**src/rtl/cpu_pkg.sv**
```systemverilog
// Shared pipeline-control definitions: sequencer state encodings and the hardwired zero register.
package cpu_pkg;

    typedef enum logic [1:0] {
        ST_INIT   = 2'd0,
        ST_RUN    = 2'd1,
        ST_DRAIN  = 2'd2,
        ST_HALTED = 2'd3
    } pipeState_t;

    localparam logic [4:0] REG_ZERO = 5'd0;

    // A source operand only conflicts when it is actually read and names the producing register.
    function automatic logic srcMatch(input logic use_i, input logic [4:0] src_i,
                                      input logic [4:0] dst_i);
        return use_i && (src_i == dst_i);
    endfunction

endpackage

```
**src/rtl/pipe_ctrl_hazard_det.sv**
```systemverilog
// Load-use hazard comparator: flags an ID instruction that needs the result of a load still in EX.
module hazard_det
    import cpu_pkg::*;
(
    input  logic       dValid_i,
    input  logic [4:0] dRegS1_i,
    input  logic [4:0] dRegS2_i,
    input  logic       dUseS1_i,
    input  logic       dUseS2_i,
    input  logic       eValid_i,
    input  logic       eIsLoad_i,
    input  logic [4:0] eRegD_i,
    output logic       haz_o
);

    logic loadInEx;
    logic srcHit;

    // Writes to x0 are discarded, so a load targeting x0 can never create a dependency.
    assign loadInEx = eValid_i && eIsLoad_i && (eRegD_i != REG_ZERO);
    assign srcHit   = srcMatch(dUseS1_i, dRegS1_i, eRegD_i) ||
                      srcMatch(dUseS2_i, dRegS2_i, eRegD_i);
    assign haz_o    = loadInEx && dValid_i && srcHit;

endmodule

```
**src/rtl/pipe_ctrl.sv**
```systemverilog
// Pipeline sequencer: per-stage STALL/FLUSH, branch redirect and debug halt/resume for the 5-stage core.
// Optional performance counters are built when PIPE_CTRL_PERF_EN is defined.
module pipe_ctrl
    import cpu_pkg::*;
#(
    parameter int INIT_FLUSH_CYCLES = 2
`ifdef PIPE_CTRL_PERF_EN
    ,
    parameter int PERF_W = 32
`endif
) (
    input  logic        CLK,
    input  logic        RST,
    input  logic        D_VALID,
    input  logic [4:0]  D_REG_S1,
    input  logic [4:0]  D_REG_S2,
    input  logic        D_USE_S1,
    input  logic        D_USE_S2,
    input  logic        E_VALID,
    input  logic        E_IS_LOAD,
    input  logic [4:0]  E_REG_D,
    input  logic        E_BR_TAKEN,
    input  logic [31:0] E_BR_TARGET,
    input  logic        M_VALID,
    input  logic        W_VALID,
    input  logic        I_BUSY,
    input  logic        D_BUSY,
    input  logic        HALT_REQ,
    input  logic        RESUME_REQ,
    output logic        STALL_IF,
    output logic        STALL_ID,
    output logic        STALL_EX,
    output logic        STALL_MEM,
    output logic        STALL_WB,
    output logic        FLUSH_ID,
    output logic        FLUSH_EX,
    output logic        FLUSH_MEM,
    output logic        FLUSH_WB,
    output logic        PC_SET,
    output logic [31:0] PC_SET_ADDR,
    output logic        HALTED
`ifdef PIPE_CTRL_PERF_EN
    ,
    output logic [PERF_W-1:0] PERF_STALL_CNT,
    output logic [PERF_W-1:0] PERF_FLUSH_CNT,
    output logic [PERF_W-1:0] PERF_HALT_CNT
`endif
);

    localparam logic [3:0] INIT_CNT = 4'(INIT_FLUSH_CYCLES);

    pipeState_t state_q, state_d;
    logic [3:0] initCnt_q, initCnt_d;
    logic       halted_q, halted_d;

    logic haz;
    logic brTaken;
    logic pipeEmpty;

    hazard_det u_hazard_det (
        .dValid_i (D_VALID),
        .dRegS1_i (D_REG_S1),
        .dRegS2_i (D_REG_S2),
        .dUseS1_i (D_USE_S1),
        .dUseS2_i (D_USE_S2),
        .eValid_i (E_VALID),
        .eIsLoad_i(E_IS_LOAD),
        .eRegD_i  (E_REG_D),
        .haz_o    (haz)
    );

    assign brTaken   = E_VALID && E_BR_TAKEN;
    assign pipeEmpty = !(E_VALID || M_VALID || W_VALID);

    always_comb begin
        state_d   = state_q;
        initCnt_d = initCnt_q;
        unique case (state_q)
            ST_INIT: begin
                if (initCnt_q <= 4'd1) begin
                    state_d = ST_RUN;
                end else begin
                    initCnt_d = initCnt_q - 4'd1;
                end
            end
            ST_RUN: begin
                if (HALT_REQ) state_d = ST_DRAIN;
            end
            ST_DRAIN: begin
                if (pipeEmpty && !D_BUSY) state_d = ST_HALTED;
            end
            ST_HALTED: begin
                if (RESUME_REQ) state_d = ST_RUN;
            end
            default: state_d = ST_INIT;
        endcase
        halted_d = (state_d == ST_HALTED);
    end

    always_ff @(posedge CLK or negedge RST) begin
        if (!RST) begin
            state_q   <= ST_INIT;
            initCnt_q <= INIT_CNT;
            halted_q  <= 1'b0;
        end else begin
            state_q   <= state_d;
            initCnt_q <= initCnt_d;
            halted_q  <= halted_d;
        end
    end

    assign HALTED      = halted_q;
    assign PC_SET_ADDR = E_BR_TARGET;

    // Stall/flush terms are zero-latency; the stage latches resolve FLUSH over STALL themselves.
    always_comb begin
        STALL_IF  = 1'b0;
        STALL_ID  = 1'b0;
        STALL_EX  = 1'b0;
        STALL_MEM = 1'b0;
        STALL_WB  = 1'b0;
        FLUSH_ID  = 1'b0;
        FLUSH_EX  = 1'b0;
        FLUSH_MEM = 1'b0;
        FLUSH_WB  = 1'b0;
        PC_SET    = 1'b0;
        unique case (state_q)
            ST_INIT: begin
                // Fetch is only held once reset is released; while in reset every stall stays low.
                STALL_IF  = RST;
                FLUSH_ID  = 1'b1;
                FLUSH_EX  = 1'b1;
                FLUSH_MEM = 1'b1;
                FLUSH_WB  = 1'b1;
            end
            ST_HALTED: begin
                STALL_IF  = 1'b1;
                STALL_ID  = 1'b1;
                STALL_EX  = 1'b1;
                STALL_MEM = 1'b1;
                STALL_WB  = 1'b1;
            end
            default: begin
                if (D_BUSY) begin
                    STALL_IF  = 1'b1;
                    STALL_ID  = 1'b1;
                    STALL_EX  = 1'b1;
                    STALL_MEM = 1'b1;
                    FLUSH_WB  = 1'b1;
                end else if (brTaken) begin
                    PC_SET   = 1'b1;
                    FLUSH_ID = 1'b1;
                    FLUSH_EX = 1'b1;
                end else if (haz) begin
                    STALL_IF = 1'b1;
                    STALL_ID = 1'b1;
                    FLUSH_EX = 1'b1;
                end else if (I_BUSY) begin
                    STALL_IF = 1'b1;
                    FLUSH_ID = 1'b1;
                end
                if (state_q == ST_DRAIN) begin
                    STALL_IF = 1'b1;
                    FLUSH_ID = 1'b1;
                end
            end
        endcase
    end

`ifdef PIPE_CTRL_PERF_EN
    logic [PERF_W-1:0] perfStall_q, perfFlush_q, perfHalt_q;

    // Counters stick at all-ones rather than wrapping so long runs never read as small values.
    always_ff @(posedge CLK or negedge RST) begin
        if (!RST) begin
            perfStall_q <= '0;
            perfFlush_q <= '0;
            perfHalt_q  <= '0;
        end else begin
            if ((state_q == ST_RUN) && STALL_IF && !(&perfStall_q))
                perfStall_q <= perfStall_q + PERF_W'(1);
            if (PC_SET && !(&perfFlush_q))
                perfFlush_q <= perfFlush_q + PERF_W'(1);
            if ((state_q == ST_HALTED) && !(&perfHalt_q))
                perfHalt_q <= perfHalt_q + PERF_W'(1);
        end
    end

    assign PERF_STALL_CNT = perfStall_q;
    assign PERF_FLUSH_CNT = perfFlush_q;
    assign PERF_HALT_CNT  = perfHalt_q;
`endif

endmodule
```
**config.mk**
```make
export PLATFORM = sky130hd
export DESIGN_NAME = pipe_ctrl
export DESIGN_NICKNAME = d
export VERILOG_FILES = /design/src/rtl/cpu_pkg.sv /design/src/rtl/pipe_ctrl_hazard_det.sv /design/src/rtl/pipe_ctrl.sv
export SDC_FILE = /design/constraint.sdc
export NUM_CORES = 1
export LEC_CHECK = 0
export CAP_MARGIN = 40
export CELL_PAD_IN_SITES_DETAIL_PLACEMENT = 2
export CELL_PAD_IN_SITES_GLOBAL_PLACEMENT = 2
export CORE_MARGIN = 5
export CORE_UTILIZATION = 14
export CTS_CLUSTER_DIAMETER = 200
export DETAILED_ROUTE_END_ITERATION = 8
export PLACE_DENSITY = 0.95
export REMOVE_ABC_BUFFERS = 1
export SYNTH_ARGS = -nofsm -noshare
export SYNTH_HDL_FRONTEND = slang
export SYNTH_SLANG_ARGS = --single-unit
```
**constraint.sdc**
```tcl
create_clock -name CLK -period 4.7 [get_ports CLK]
set_clock_uncertainty 0.2 [all_clocks]
set_input_delay 0.705 -clock CLK [delete_from_list [all_inputs] [get_ports CLK]]
set_output_delay 0.705 -clock CLK [all_outputs]
set_load 0.1 [all_outputs]
```
==> impl_results.md <==
* Ys async rst share at 1.00
* Port bufs at 39
* GRT Total Usage at 0.0999
* Die Area at 0.00844 mm2
* Crit path capture type: primary output
* Hold buffers post-CTS at 0
* Pleak at 0.536 nW
* Post-route cell area at 0.00125 mm2
* GPL Wtd Cong at 0.703
* Most common cell after layout, fill and taps aside: clkdlybuf4s50_1
* Slew headroom at 0.397
* Reg2Reg Setup Slack at 2.44 ns
* Final Hold Slack at 0.303 ns
* Vias in the first global route at 1,026
* Register area at 176 um2
* Final Hold Vio Count at 0
* Synth Register Bits at 7
* IO Count at 104
* Sequential fraction of the synthesis area at 0.188
* CP required at 3.80 ns
* Nets at 195
* Final wirelength at 4220 um
* First-pass GRT wire length at 6350 um
* Final worst path period need at 3.57 ns
* Row count at 29
* Fillers at 731
* Vias/cell at 4.20
* Clock-pin slew on the worst setup and hold paths at 0.04 ns
* Measured slew at the worst slew-check pin at 0.897 ns
* Gr ovfl total at 0
* Initial antenna violation count at 0
* Starting Density at 0.146
* Final Cycle Share at 0.759
* DRC viols at 0
* Mapped Cells at 114
* Detail Route Antenna Nets at 0
* CTS buffer count at 3
* DPL Wire Length at 3480 um
* Dominant synthesized flop cell: dfrtp_1
* TritonRoute pass-1 iters at 4
* Fin Setup TNS at 0 ns
* Sink Count at 7
* Ys Warns at 0
* PD cells at 670 mW/mm2
* Setup crit start kind: input pin
* Setup bufs post-CTS at 0
* Max-Cap Viols at 0
* Die Y-Extent at 91.9 um
* Min-delay worst type: flip-flop to flip-flop
* Vias post-DR at 856
* Final core utilization at 0.194
* Starting DRT DRC Count at 9
* Max Root-Sink Buffers at 2
* Finish-stage setup viols at 0
* Later-pin clock latency in the skew report at 0.23 ns
* Crit path DAT at 2.66 ns
* Unrepaired setup endpoints after global routing: false
* Core Region at 0.00642 mm2
* Layout area overhead at 32.9%
* TritonCTS clock tree: done
* Root Buffer: clkbuf_8
* Setup ws final at 1.13 ns
* Layout cell share with drive strength beyond 1 at 0.150
* Post-Syn Area at 938 um2
* Yosys cell types at 30
* H-tree depth at 1
* Antenna diode count at 0
* Avg WL per Cell at 20.7 um
* Syn_area_per_cell at 8.23 um2
* Status: finished clean
* Pre-CTS setup slack at 1.12 ns
* EDFF count, synth at 0
* Placed cell area at 0.00120 mm2
* Crit path max fanout at 4
* Die width at 91.9 um
* CTS resizes at 0
* Most frequent cells in the layout: clkdlybuf4s50_1, inv_1, xor2_1
* Area of the multi-input gates at 473 um2
* VDD IR max at 0.484 mV
* FMAX at 0.280 GHz
* Largest net degree at the start of global routing at 9
* Final Max Tran Viols at 0
* Setup CP Type: input pin to primary output
-- metrics by stage --
step | instances | power [mW]
after global routing | 204 | 0.880
final | 204 | 0.835
after CTS | 204 | 0.845
after floorplan | 81 | 0.569
after detailed placement | 200 | 0.752
after global placement | 197 | 0.714
-- power breakdown --
part | total [mW] | internal, mW | leakage (nW) | switching [mW]
sequential | 0.0801 | 0.0700 | 0.0911 | 0.0101
combinational | 0.670 | 0.173 | 0.422 | 0.497
clock | 0.0853 | 0.0587 | 0.0228 | 0.0266
-- cells in the mapped netlist, types with 2 or more instances --
cell type,instances,area share
buf_4,33,0.26
inv_1,11,0.044
xor2_1,10,0.093
a21oi_1,6,0.032
dfrtp_1,6,0.16
ha_1,6,0.080
nor2_1,5,0.020
nor4_1,4,0.027
o21ai_0,4,0.021
o31ai_1,4,0.032
nand2_1,3,0.012
xnor2_1,3,0.028
nand2b_1,2,0.013
-- registers in the layout, indices dropped and copies added, names as in the netlist --
register / flops
HALTED: 1
initCnt_q: 4
state_q: 2
-- metal layers --
metal / wire, um / global-route usage / share of wire
met1: 1720 / 0.118 / 0.41
met2: 1750 / 0.142 / 0.41
met3: 744 / 0.0843 / 0.18
met4: 8 / 0.0111 / 0.0019
met5: 0 / 0 / 0
-- final cells by class --
class                           count  share of cell area
Inverter                           11              0.0331
Tap cell                           77              0.0772
Clock buffer                        4              0.0361
Multi-Input combinational cell     63               0.379
Timing Repair Buffer               42               0.333
Sequential cell                     7               0.141
-- path summary, 6_finish.rpt --
path                                          start                        to  cells past startpoint
max                                      E_REG_D[1]                  FLUSH_ID                      6
min                        initCnt_q[2]$_DFFE_PN0P_  initCnt_q[2]$_DFFE_PN0P_                      1
min in group asynchronous                       RST  initCnt_q[3]$_DFFE_PN0P_                      1
max in group asynchronous                       RST  initCnt_q[1]$_DFFE_PN1P_                      1
max reg2reg                initCnt_q[0]$_DFFE_PN0P_          HALTED$_DFF_PN0_                      6
min reg2reg                initCnt_q[2]$_DFFE_PN0P_  initCnt_q[2]$_DFFE_PN0P_                      1
-- kinds of logic (layout without fill, tap and decap cells) --
family / count (synthesis) / after routing / share of synthesized area
buffers and inverters: 44 / 57 / 0.308
AO/OA/AOI/OAI: 23 / 23 / 0.177
AND/OR/NAND/NOR: 21 / 21 / 0.125
XOR/XNOR: 13 / 13 / 0.121
flip-flops: 7 / 7 / 0.188
adder cells (fa/ha/maj): 6 / 6 / 0.0800
-- critical path: stages --
cell and delay (ns):
clkdlybuf4s50_1 0.49, or4_1 0.60, o2111ai_2 0.29, a221oi_2 0.09
a21bo_1 0.19, buf_4 0.28
Power figures use the tool's default switching activity.
